### src/rtl/pc_unit_ras.sv
// Fetch-stage program counter with priority next-PC select and a circular return-address stack.
// Define RAS_STATS_EN to add saturating return hit/miss counters (RasHits, RasMisses).
module pc_unit_ras #(
  parameter int unsigned     WIDTH     = 32,
  parameter logic [WIDTH-1:0] RESET_VEC = WIDTH'(32'h00003000),
  parameter logic [WIDTH-1:0] EXC_VEC   = WIDTH'(32'h00004180),
  parameter int unsigned     RAS_DEPTH = 4,
  parameter int unsigned     RAS_PTR_W = 2
) (
  input  logic             CLK,
  input  logic             Reset,
  input  logic             Stall,
  input  logic             Exc,
  input  logic             BranchTaken,
  input  logic [WIDTH-1:0] BranchOff,
  input  logic             Jump,
  input  logic [25:0]      JumpIdx,
  input  logic             JumpReg,
  input  logic [WIDTH-1:0] RegTarget,
  input  logic             Link,
  output logic [WIDTH-1:0] PC,
  output logic [WIDTH-1:0] PCPlus4,
  output logic [WIDTH-1:0] RasTop,
  output logic             RasEmpty,
  output logic             RasFull,
  output logic             RasMiss
`ifdef RAS_STATS_EN
  ,
  output logic [15:0]      RasHits,
  output logic [15:0]      RasMisses
`endif
);

  localparam int unsigned CNT_W = RAS_PTR_W + 1;

  logic [WIDTH-1:0]     ras_q [RAS_DEPTH];
  logic [RAS_PTR_W-1:0] ptr_q, ptr_d, top_idx, wr_idx;
  logic [CNT_W-1:0]     cnt_q, cnt_d;
  logic [WIDTH-1:0]     pc_d, jump_tgt, wr_data;
  logic                 advance, push, pop;
  logic                 wr_en, ret_eval, miss_d;

  assign PCPlus4  = PC + WIDTH'(4);
  assign top_idx  = ptr_q - RAS_PTR_W'(1);
  assign RasEmpty = (cnt_q == '0);
  assign RasFull  = (cnt_q == CNT_W'(RAS_DEPTH));
  assign RasTop   = RasEmpty ? '0 : ras_q[top_idx];

  // Absolute jump keeps the upper region bits of PC+4 when the PC is wider than 28 bits.
  if (WIDTH > 28) begin : g_jt_wide
    assign jump_tgt = {PCPlus4[WIDTH-1:28], JumpIdx, 2'b00};
  end else begin : g_jt_narrow
    assign jump_tgt = {JumpIdx, 2'b00};
  end

  // Next-PC priority: exception, register jump, taken branch, absolute jump, sequential.
  always_comb begin
    pc_d = PCPlus4;
    if (Exc)              pc_d = EXC_VEC;
    else if (JumpReg)     pc_d = RegTarget;
    else if (BranchTaken) pc_d = PCPlus4 + BranchOff;
    else if (Jump)        pc_d = jump_tgt;
  end

  assign advance = !Stall && !Exc;
  assign push    = advance && Link && (Jump || JumpReg);
  assign pop     = advance && JumpReg;

  // RAS update: a jalr pops and pushes at once, which amounts to rewriting the top entry.
  always_comb begin
    ptr_d    = ptr_q;
    cnt_d    = cnt_q;
    wr_en    = 1'b0;
    wr_idx   = ptr_q;
    wr_data  = PCPlus4;
    ret_eval = 1'b0;
    miss_d   = 1'b0;

    if (pop) begin
      ret_eval = 1'b1;
      miss_d   = RasEmpty || (RasTop != RegTarget);
    end

    if (pop && push) begin
      wr_en = 1'b1;
      if (RasEmpty) begin
        wr_idx = ptr_q;
        ptr_d  = ptr_q + RAS_PTR_W'(1);
        cnt_d  = CNT_W'(1);
      end else begin
        wr_idx = top_idx;
      end
    end else if (push) begin
      wr_en = 1'b1;
      ptr_d = ptr_q + RAS_PTR_W'(1);
      if (!RasFull) cnt_d = cnt_q + CNT_W'(1);
    end else if (pop && !RasEmpty) begin
      ptr_d = top_idx;
      cnt_d = cnt_q - CNT_W'(1);
    end
  end

  always_ff @(posedge CLK or posedge Reset) begin
    if (Reset) begin
      PC      <= RESET_VEC;
      ptr_q   <= '0;
      cnt_q   <= '0;
      RasMiss <= 1'b0;
      for (int unsigned i = 0; i < RAS_DEPTH; i++) ras_q[RAS_PTR_W'(i)] <= '0;
    end else begin
      if (!Stall || Exc) PC <= pc_d;
      ptr_q   <= ptr_d;
      cnt_q   <= cnt_d;
      RasMiss <= miss_d;
      if (wr_en) ras_q[wr_idx] <= wr_data;
    end
  end

`ifdef RAS_STATS_EN
  // Saturating counters of evaluated returns.
  always_ff @(posedge CLK or posedge Reset) begin
    if (Reset) begin
      RasHits   <= '0;
      RasMisses <= '0;
    end else if (ret_eval) begin
      if (miss_d) begin
        if (RasMisses != 16'hFFFF) RasMisses <= RasMisses + 16'd1;
      end else begin
        if (RasHits != 16'hFFFF) RasHits <= RasHits + 16'd1;
      end
    end
  end
`endif

endmodule

### config.mk
export PLATFORM = sky130hd
export DESIGN_NAME = pc_unit_ras
export DESIGN_NICKNAME = d
export VERILOG_FILES = /design/src/rtl/pc_unit_ras.sv
export SDC_FILE = /design/constraint.sdc
export NUM_CORES = 1
export LEC_CHECK = 0
export ABC_AREA = 1
export CAP_MARGIN = 20
export CORE_MARGIN = 2
export CORE_UTILIZATION = 30
export DETAILED_ROUTE_END_ITERATION = 8
export PLACE_DENSITY = 0.51
export SETUP_SLACK_MARGIN = 0.2
export SLEW_MARGIN = 20
export SYNTH_ARGS = -nofsm -noshare
export SYNTH_HDL_FRONTEND = slang
export SYNTH_SLANG_ARGS = --single-unit
### constraint.sdc
create_clock -name CLK -period 5.3 [get_ports CLK]
set_clock_uncertainty 0.1 [all_clocks]
set_input_delay 1.06 -clock CLK [delete_from_list [all_inputs] [get_ports CLK]]
set_output_delay 1.06 -clock CLK [all_outputs]
set_load 0.02 [all_outputs]
==> metrics.cfg <==
[timing]
whs_ns=0.372
setup_viol=0
fmax_ghz=0.223
slew_viol_final=0
worstMarginPinSlew_ns=0.943
rsz0062_at_grt=false
finalCritPeriodShare=0.847
max_slew_margin=0.368
setup_tns_ns=0
hold_viol=0
min_period_ns=4.49

[floorplanning]
die_y_microns=205
core_area_sq_um=39700
pin_count=197
initial_core_util=0.304
die_w_microns=205
num_rows=73
die_area_sq_um=41800

[setup_path]
cp-end-kind=output pin
worst_r2r_path_depth=23
worst-r2r-setup-slack_ns=1.28
critical_path_class=reg -> out
worstReg2RegStart=PC[2]$_DFFE_PP0P_
start_kind=flip-flop
crit_arrival_ns=3.33
required_ns=4.14
reg2reg_to=PC[29]$_DFFE_PP0P_
crit_fanout=7

[global_routing]
overflow=0
grt_usage=0.248
grt_max_degree=91
grt_pass1_wl_microns=76900
grt_pass1_vias=12600
grt_antenna_before_repair=1

[final_layout]
area_growth_pct=26.1
regArea_sq_um=4160
finalNetCount=2221
stdcell_count=2621
num-fill-cells=4271
layout_commonest_cell=nand2_1
final_cell_mix=nand2_1, inv_1, clkdlybuf4s50_1
multi_input_area_sq_um=6590
final_layout_size_suffix_gt1_frac=0.0396

[routing]
first_iter_violations=1038
avgViaCountPerCell=4.92
wl_microns=51300
route.met3.wl_microns=2950
wl_per_cell_microns=19.6
met2WireLength_microns=23500
routed-via-count=12900
m1WireLength_microns=23300
ant_nets=0
top_layer=met4
drt_pass1_iterations=6
drcViolationCount=0

[synth]
ys_seq_elements=166
synth_area_per_cell_sq_um=6.31
ys_types=45
synth_ff_type=dfrtp_1
mappedNetlistArea_sq_um=12100
synth_edf_count=0
ys_seq_area_frac=0.344
yosysWarnings=0
syn-num-nets=2051
synthCells=1912
async_flop_share=1.00

[min_path]
holdPathStages=2
hold_class=reg -> reg
hp-start=ras_q[24]$_DFFE_PP0P_
hold_end=ras_q[24]$_DFFE_PP0P_

[clock_network]
cts_tree=done
worstSkewPairLatency_ns=0.44
ctsHoldBuffers=0
htree_levels=4
cts_resized=0
post-cts-setup-buffers=0
cts_made_buffers=17
cts-root-buf=clkbuf_16
clk_pin_slew_worst_paths_ns=0.07
cts_buffer_depth=2
cts_num_sinks=166

[run_status]
outcome=complete, no violations

[run]
drv_cap=0

[pwr]
ir_worst_vdd_mv=0.253
power.leakage_uw=0.00776
power_density_nw_per_um2=440
total_power_uw=6700

[placed_design]
placement.io_buffers=196
gp_congestion=0.933
place_inst=2588
hpwlAfterDp_microns=40300

-- critical path: stages (launching register included) --
cell and delay [ns]:
dfrtp_1 0.48, nand3_1 0.16, inv_1 0.13, nand2_1 0.21, nor2_2 0.25, nand3_1 0.18, nor2_1 0.19, nand2_1 0.07
nand2_1 0.07, and2_1 0.42, clkdlybuf4s50_1 0.71
-- layout make-up --
cell class | count | area share
Sequential cell | 166 | 0.273
Tap cell | 525 | 0.0432
Clock buffer | 21 | 0.0309
Inverter | 264 | 0.0655
Timing Repair Buffer | 221 | 0.143
Multi-Input combinational cell | 1412 | 0.433
Antenna cell | 1 | 0.000164
Clock inverter | 11 | 0.0112
-- how the worst max path moves through the flow --
| stage | startpoint | slack (ns) | end | cells past startpoint |
|---|---|---|---|---|
| 3_5_place_dp | PC[2]$_DFFE_PP0P_ | 1.30 | PCPlus4[23] | 10 |
| 4_1_cts | PC[2]$_DFFE_PP0P_ | 0.82 | PCPlus4[23] | 10 |
| 6_report | PC[2]$_DFFE_PP0P_ | 0.81 | PCPlus4[23] | 10 |
| 3_3_place_gp | PC[2]$_DFFE_PP0P_ | 1.29 | PCPlus4[23] | 10 |
| 5_1_grt | PC[2]$_DFFE_PP0P_ | 0.61 | PCPlus4[16] | 11 |
| 2_1_floorplan | PC[2]$_DFFE_PP0P_ | 1.95 | PC[30]$_DFFE_PP0P_ | 16 |
-- logic make-up (layout without fill, tap and decap cells) --
| logic type | after synthesis | count (layout) | synth area share |
|---|---|---|---|
| simple gates | 1038 | 1038 | 0.347 |
| compound gates | 309 | 309 | 0.136 |
| flops | 166 | 166 | 0.344 |
| buf+inv | 334 | 517 | 0.110 |
| fa+ha+maj | 41 | 41 | 0.0438 |
| other cells | 0 | 1 | 0 |
| xor+xnor | 24 | 24 | 0.0180 |
-- routing by layer --
layer / up-vias / global-route usage
met5: - / 0
met3: 63 / 0.0388
met2: 396 / 0.399
met4: 0 / 0.0880
met1: 6090 / 0.335
li1: 6340 / -
-- synthesized netlist by cell type, types with 4 or more instances --
cell type | instances | area (sq um)
a21o_1 | 4 | 30.0
a21oi_1 | 72 | 360
a31oi_1 | 4 | 25.0
buf_1 | 8 | 30.0
buf_2 | 25 | 125
buf_4 | 10 | 75.1
clkbuf_1 | 26 | 97.6
dfrtp_1 | 164 | 4100
ha_1 | 39 | 488
inv_1 | 256 | 961
inv_2 | 4 | 15.0
nand2_1 | 755 | 2830
nand2_2 | 4 | 25.0
nand3_1 | 117 | 586
nand3b_1 | 9 | 67.6
nand4_1 | 9 | 56.3
nor2_1 | 116 | 435
nor3_1 | 14 | 70.1
o211ai_1 | 5 | 37.5
o21ai_0 | 174 | 871
o21ai_1 | 19 | 95.1
o21bai_1 | 7 | 52.6
o22ai_1 | 15 | 93.8
xnor2_1 | 7 | 61.3
xor2_1 | 16 | 140
-- state kept, by name, summed over array words and instances (netlist names) --
signal and cells:
ptr_q 2, cnt_q 3, ras_q 128, RasMiss 1, PC 32
-- stage by stage --
step	util	instance area, sq um	worst slack (ns)
after CTS	0.383	15200	0.817
after floorplan	-	12100	1.95
final	0.383	15200	0.811
after global placement	0.367	14600	1.29
after detailed placement	0.367	14600	1.30
after global routing	0.383	15200	0.613
-- where the power goes --
| group | switching [uW] | leakage, uW | total, uW | internal, uW |
|---|---|---|---|---|
| combinational | 2210 | 0.00529 | 3360 | 1150 |
| clock | 544 | 0.000317 | 1370 | 829 |
| sequential | 236 | 0.00215 | 1960 | 1730 |
Power figures use the tool's default switching activity.
